`config.mk`:
```
export PLATFORM = sky130hd
export DESIGN_NAME = adc_spi_reader
export DESIGN_NICKNAME = d
export VERILOG_FILES = /design/src/rtl/adc_spi_reader.sv
export SDC_FILE = /design/constraint.sdc
export NUM_CORES = 1
export LEC_CHECK = 0
export BUFFER_PORTS_ARGS = -buffer_cell sky130_fd_sc_hd__buf_2
export CAP_MARGIN = 15
export CORE_UTILIZATION = 55
export CTS_CLUSTER_DIAMETER = 200
export DETAILED_ROUTE_END_ITERATION = 7
export PLACE_DENSITY = 0.82
export SLEW_MARGIN = 20
export SYNTH_ARGS = -nofsm -noshare
export SYNTH_HDL_FRONTEND = slang
export SYNTH_SLANG_ARGS = --single-unit
```
`constraint.sdc`:
```
create_clock -name clk -period 2.2 [get_ports clk]
set_input_delay 0.22 -clock clk [delete_from_list [all_inputs] [get_ports clk]]
set_output_delay 0.22 -clock clk [all_outputs]
set_load 0.03 [all_outputs]
```
`src/rtl/adc_spi_reader.sv`:
```
// adc_spi_reader: paced ADC convert + 3-wire SPI read front-end.
// Delivers one sample per period on a valid/ready port.
module adc_spi_reader #(
  parameter int DATA_W        = 16,
  parameter int CLK_DIV       = 4,
  parameter int CNV_CYCLES    = 3,
  parameter int CONV_WAIT     = 70,
  parameter int SAMPLE_PERIOD = 2000,
  parameter bit SIGNED_OUT    = 1'b1
) (
  input  logic              clk,
  input  logic              rst,
  input  logic              en,
  output logic              cnv_adc,
  output logic              sck_adc,
  input  logic              sdi_adc,
  output logic [DATA_W-1:0] sample,
  output logic              sample_valid,
  input  logic              sample_ready,
  output logic              busy,
  output logic              overrun
);

  localparam int M1   = (CNV_CYCLES > CONV_WAIT) ?
                        CNV_CYCLES : CONV_WAIT;
  localparam int CMAX = (M1 > 2 * CLK_DIV) ?
                        M1 : 2 * CLK_DIV;
  localparam int CW   = $clog2(CMAX + 1);
  localparam int BW   = $clog2(DATA_W + 1);
  localparam int PW   = $clog2(SAMPLE_PERIOD + 1);

  typedef enum logic [2:0] {
    IDLE, CNV, WAIT, SHIFT, DONE
  } state_t;

  state_t            state;
  state_t            state_n;
  logic [CW-1:0]     ctr;
  logic [CW-1:0]     ctr_n;
  logic [BW-1:0]     bit_idx;
  logic [BW-1:0]     bit_n;
  logic [PW-1:0]     pcnt;
  logic [DATA_W-1:0] sr;
  logic              tick;
  logic              shift_en;
  logic              load;
  logic              cnv_n;
  logic              sck_n;
  logic              ovr_n;
  logic              valid_n;

  assign tick = en & (pcnt == '0);

  // Sample-period counter, parked at zero while disabled.
  always_ff @(posedge clk) begin
    if (rst) begin
      pcnt <= '0;
    end else if (!en) begin
      pcnt <= '0;
    end else if (pcnt == PW'(SAMPLE_PERIOD - 1)) begin
      pcnt <= '0;
    end else begin
      pcnt <= pcnt + 1'b1;
    end
  end

  // FSM state, in-state cycle counter and bit index.
  always_ff @(posedge clk) begin
    if (rst) begin
      state   <= IDLE;
      ctr     <= '0;
      bit_idx <= '0;
    end else begin
      state   <= state_n;
      ctr     <= ctr_n;
      bit_idx <= bit_n;
    end
  end

  // Next-state: frame sequencing driven by the cycle counter.
  always_comb begin
    state_n = state;
    ctr_n   = ctr;
    bit_n   = bit_idx;
    unique case (state)
      IDLE: begin
        if (tick) begin
          state_n = CNV;
          ctr_n   = '0;
        end
      end
      CNV: begin
        if (ctr == CW'(CNV_CYCLES - 1)) begin
          state_n = WAIT;
          ctr_n   = '0;
        end else begin
          ctr_n = ctr + 1'b1;
        end
      end
      WAIT: begin
        if (ctr == CW'(CONV_WAIT - 1)) begin
          state_n = SHIFT;
          ctr_n   = '0;
          bit_n   = '0;
        end else begin
          ctr_n = ctr + 1'b1;
        end
      end
      SHIFT: begin
        if (ctr == CW'(2 * CLK_DIV - 1)) begin
          ctr_n = '0;
          if (bit_idx == BW'(DATA_W - 1)) begin
            state_n = DONE;
          end else begin
            bit_n = bit_idx + 1'b1;
          end
        end else begin
          ctr_n = ctr + 1'b1;
        end
      end
      DONE: begin
        state_n = IDLE;
        ctr_n   = '0;
      end
      default: begin
        state_n = IDLE;
        ctr_n   = '0;
      end
    endcase
  end

  // Output decode: next values for the registered outputs.
  always_comb begin
    shift_en = (state == SHIFT) &&
               (ctr == CW'(CLK_DIV - 1));
    load     = (state == DONE);
    cnv_n    = (state_n == CNV);
    sck_n    = (state_n == SHIFT) &&
               (ctr_n >= CW'(CLK_DIV));
    ovr_n    = (tick && (state != IDLE)) ||
               (load && sample_valid && !sample_ready);
    valid_n  = sample_valid;
    if (load) begin
      valid_n = 1'b1;
    end else if (sample_ready) begin
      valid_n = 1'b0;
    end
  end

  // Registered outputs, shift register and sample latch.
  always_ff @(posedge clk) begin
    if (rst) begin
      cnv_adc      <= 1'b0;
      sck_adc      <= 1'b0;
      busy         <= 1'b0;
      overrun      <= 1'b0;
      sample_valid <= 1'b0;
      sample       <= '0;
      sr           <= '0;
    end else begin
      cnv_adc      <= cnv_n;
      sck_adc      <= sck_n;
      busy         <= (state_n != IDLE);
      overrun      <= ovr_n;
      sample_valid <= valid_n;
      if (shift_en) begin
        sr <= {sr[DATA_W-2:0], sdi_adc};
      end
      if (load) begin
        sample <= SIGNED_OUT ?
                  {~sr[DATA_W-1], sr[DATA_W-2:0]} : sr;
      end
    end
  end

endmodule

```
After elaboration in Yosys (flattened, before gate mapping)
Index checks and enable logic that the tools add are counted. Widths: inputs -> output; s select.

Output and inout port bits: 21. Input bits: 5. Logic and storage cells: 65. Flip-flop bits (word level): 63.

Equal/unequal tests: 15. Bitwise gates (word level): 3. Add/subtract/negate cells: 3. Reductions and logical operators: 15. Muxes and demuxes: 17. Magnitude comparators: 1.

Operators with widths (count): $mux 7 (4); $pmux 7 s4 (1); $mux 3 (5); $mux 5 (3); $eq 7x2->1 const B (2); $pmux 3 s4 (1); $add 11x1->11 const B (1); $eq 11x11->1 const B (1); $logic_not 11->1 (1); $pmux 5 s2 (1); $eq 3x2->1 const B (3); $add 7x1->7 const B (1); $eq 7x3->1 const B (1); $eq 7x7->1 const B (1); $ge 7x3->1 const B (1); $eq 3x1->1 const B (2); $ne 2x2->1 const B (3); $reduce_bool 3->1 (2); $add 5x1->5 const B (1); $eq 5x4->1 const B (1); $logic_and 1x1->1 (5); $reduce_and 4->1 (1); $reduce_bool 2->1 (2); $eq 3x3->1 const B (1); other kinds (7) (9).

Longest topological paths before layout
Depth after elaboration: 6. Depth in mapped cells: 9. Mapped depth without buffers: 8.

Worst setup path before layout
OpenSTA, ideal clock, no wires.

Path kind: reg2reg. Start: register ctr[0]. End: register sck_adc. Buffers on the path: 2. Setup slack: 229 ps. Setup time: 88 ps. Data arrival time: 1883 ps. Clock period less this slack: 1971 ps. Cell stages (with the launch flop): 10. Data required time: 2112 ps. Cell sequence: dfxtp_1 > ha_1 > and2_4 > buf_6 > and3_1 > o32a_4 > buf_6 > a31oi_4 > o32ai_2 > a311oi_2.

Cells in the longest elaborated chain, start to end: 5. Elaborated cells between the ends (all ways): 16. Those cells by class: add/sub (1); order compare (1); eq/ne (4); mux (9); reduce/logical (1).

Ends and longest elaborated chain: from (decl) (line 38) `logic [CW-1:0] ctr;`; from (signal assigned) (line 75) `ctr <= ctr_n;`; $add 7x1->7 (tied with other cells) (line 97, 106, 118); $mux 7 (tied with other cells) (line 110) `if (ctr == CW'(2 * CLK_DIV - 1)) begin`; $pmux 7 s4 / $pmux 3 s4 (equally long branches) (line 85) `unique case (state)`; $ge 7x3->1 / $eq 3x2->1 (equally long branches) (line 139, 138); $logic_and 1x1->1 (*) (line 138) `sck_n = (state_n == SHIFT) &&`; to (signal assigned) (line 162) `sck_adc <= sck_n;`; to (decl) (line 15) `output logic sck_adc,`.

Every way passes the cells marked *; elsewhere a longest branch is shown, timed or not. A chain may end at the register's enable or synchronous reset.

Worst setup path after layout
Start: register ctr[1]. End: register sck_adc.

Same word-level chain as after synthesis.

==> impl_results.md <==
* Seq/Total Area, Yosys at 0.452
* Crit Path Class: flop to flop
* Num Clock Sinks at 63
* Slew margin rel. at 0.601
* Initial Util at 0.583
* Clock skew at just over 0.009 ns
* Hpwl dp at ~3500 um
* Post-CTS Hold Buffers at 0
* Worst reg2reg path endpoint: sck_adc
* R2R depth at 7
* Final setup vio count at 0
* Boundary Pins at 26
* Initial antenna violation count at 0
* Row cnt at 25
* RSZ-0062 raised after global routing: false
* Final worst path period need at between 2 and 2.5 ns
* ANT cells at 0
* Leak at around 1.4 nW
* WHS at 0.117 ns
* Vias per std cell at around 5.3
* Register area at between 0.001 and 0.0015 sq mm
* Register clock-pin slew on the reported worst setup and hold paths at approximately 0.070 ns
* Share of layout cells above drive strength 1 at 0.172
* Hold Fails Final Rpt at 0
* Syn nets at 329
* Mapped Area at ~0.0028 sq mm
* Max-cap violations at 0
* Via Count at 2191
* CTS Buf Count at 9
* Detailed-route wire length per cell at around 13 um
* Arrival time at the worst endpoint at around 2.3 ns
* Synth Instances at roughly 320
* Avg Synthesized Cell Area at 8.80 sq um
* Clock Latency Late Sink at 0.34 ns
* Reg2reg setup slack at between 0.15 and 0.2 ns
* Core area at between 0.004 and 0.005 sq mm
* Clk root buf: clkbuf_8
* Hold EP: sr[0]
* Net count, final at 351
* Crit path max fanout at 12
* Die Wd at 73.2 um
* Critical path startpoint category: flop
* Setup TNS at 0 ns
* Area occupied by multi-input gates at 0.00140 sq mm
* Post-synth cell types at 48
* Synth warn at 0
* H-tree depth at 3
* Drt total wl at roughly 5500 um
* TritonCTS clock tree: done
* Status: finished, final reports clean
* Initial drt markers at between 100 and 150
* ANT nets after route at 0
* Post-synthesis register bit count at 63
* Drt pass-1 iters at 4
* Total track usage at 0.222
* Max Root-Sink Buffers at 2
* Worst VDD drop at about 0.53 mV
* Vias in the first global route at slightly below 2000
* Total gr overflow at 0
* Max Slew Vio Count at 0
* Hold Crit Start: sdi_adc
* Total power at around 2.4 mW
* Die area at between 0.005 and 0.006 sq mm
* Hold Crit Class: input port to flop
* WHS Path Cells at 3
* Element type at the critical path end: flop
* Largest net degree at the start of global routing at 34
* Power per cell area at about 750 mW/mm^2
* Fmax at between 400 and 500 MHz
* I/O Buffers at 25
* Worst Path Required at 2.46 ns
* Global-route wire length before repair at 8960 um
* GP Congestion at 0.905
* Area grow syn2layout at 13.0%
* Die height at between 70 and 80 um
* DRC errors left at 0
* FILL cells at between 300 and 400
* RR Startpoint: ctr[1]
* Least-Margin Pin Slew at ~0.60 ns
* Final Cycle Share at 0.928
-- kinds of logic after synthesis --
group | count (synthesis) | synth area share
and+or+nand+nor | 142 | 0.249
xor gates and xnor gates | 13 | 0.0408
muxes | 17 | 0.0610
AOI/OAI and AO/OA | 46 | 0.116
DFF | 63 | 0.452
buffers and inverters | 29 | 0.0493
adders and majority gates | 7 | 0.0314
-- state kept, by name (all words and copies together), names as in the netlist --
name          count
sck_adc           1
ctr               7
busy              1
sr               16
sample_valid      1
pcnt             11
cnv_adc           1
state             3
bit_idx           5
sample           16
overrun           1
-- cell usage after synthesis, drive strengths merged --
library cell	count	area, sq um
nor2b	1	6.26
nor3	4	20.0
nand2	35	131
ha	7	87.6
nand2b	2	15.0
nor3b	4	35.0
and4b	1	13.8
xnor2	5	43.8
o21ai	6	30.0
buf	6	51.3
o32ai	1	16.3
o211a	1	10.0
nor2	54	203
a221oi	1	8.76
a21oi	26	134
a211oi	4	30.0
a41oi	1	8.76
inv	11	41.3
and2b	3	23.8
xor2	8	70.1
nand4b	2	17.5
a311oi	1	15.0
nand3	9	45.0
nand3b	2	15.0
or2	2	12.5
or4	1	7.51
clkbuf	12	45.0
or3	3	18.8
and2	3	21.3
mux2i	17	170
o211ai	1	7.51
nand4	3	18.8
and3	11	71.3
dfxtp	63	1260
nor4	2	18.8
a31oi	1	21.3
a311o	1	10.0
o32a	2	32.5
-- stage by stage --
stage	util	setup WS, ns	std cells	instance area (sq um)
after CTS	0.657	0.178	411	3140
after floorplan	-	0.229	317	2790
after detailed placement	0.613	0.179	395	2930
after global placement	0.613	0.238	395	2930
final	0.659	0.158	411	3150
after global routing	0.659	0.00815	411	3150
-- power by group --
| group | switching, mW | total (mW) | internal (mW) |
|---|---|---|---|
| registers | 0.00996 | 1.16 | 1.15 |
| logic | 0.0751 | 0.114 | 0.0388 |
| clock network | 0.446 | 1.08 | 0.634 |
| total | 0.531 | 2.36 | 1.82 |
-- worst max path at each step --
stage | from | end | slack (ns) | depth (start not counted)
CTS | ctr[0] | sck_adc | 0.18 | 7
floorplan | ctr[0] | sck_adc | 0.23 | 9
finish | ctr[1] | sck_adc | 0.16 | 7
global route | ctr[1] | sck_adc | 0.008 | 7
global placement | bit_idx[0] | bit_idx[3] | 0.24 | 8
detailed placement | ctr[0] | sck_adc | 0.18 | 7
-- what timing repair did --
action | CTS | global route
buffers inserted | 0 | 0
endpoints found under the setup margin | 0 | 1
gates resized for setup | 0 | 1
-- routing by layer --
metal  vias up  part of all wire  GRT usage
met5         -                 0          0
met4         0             0.017      0.109
li1       1115                 -          -
met1      1006              0.47      0.278
met3         8             0.055     0.0635
met2        62              0.46      0.351
-- area by class of cell --
cell class	instances	share of cell area
clock inverters	6	0.0270
well taps	67	0.0266
inverters	11	0.0131
multi-input cells	225	0.443
flip-flops and latches	63	0.400
clock buffers	10	0.0405
repair buffers	29	0.0492
-- critical path, stage by stage (launching register included) --
cell      delay (ns)
dfxtp_1         0.35
ha_1            0.25
and2_4          0.20
and3_1          0.18
o32a_4          0.38
a221oi_1        0.25
nor2_1          0.10
a311oi_2        0.25
-- placed cells by master (no fill, tap or decap), drive strengths merged, types with 3 or more instances in the layout --
cell | netlist | layout
nor2 | 54 | 54
a21oi | 26 | 26
and3 | 11 | 11
buf | 6 | 29
xor2 | 8 | 8
and2b | 3 | 3
mux2i | 17 | 17
clkbuf | 12 | 10
ha | 7 | 7
nand4 | 3 | 3
and2 | 3 | 3
inv | 11 | 11
nor3b | 4 | 4
a211oi | 4 | 4
o21ai | 6 | 6
nand3 | 9 | 9
dfxtp | 63 | 63
xnor2 | 5 | 5
nand2 | 35 | 35
nor3 | 4 | 4
or3 | 3 | 3
Note: power is estimated with default switching activity, not from simulation.
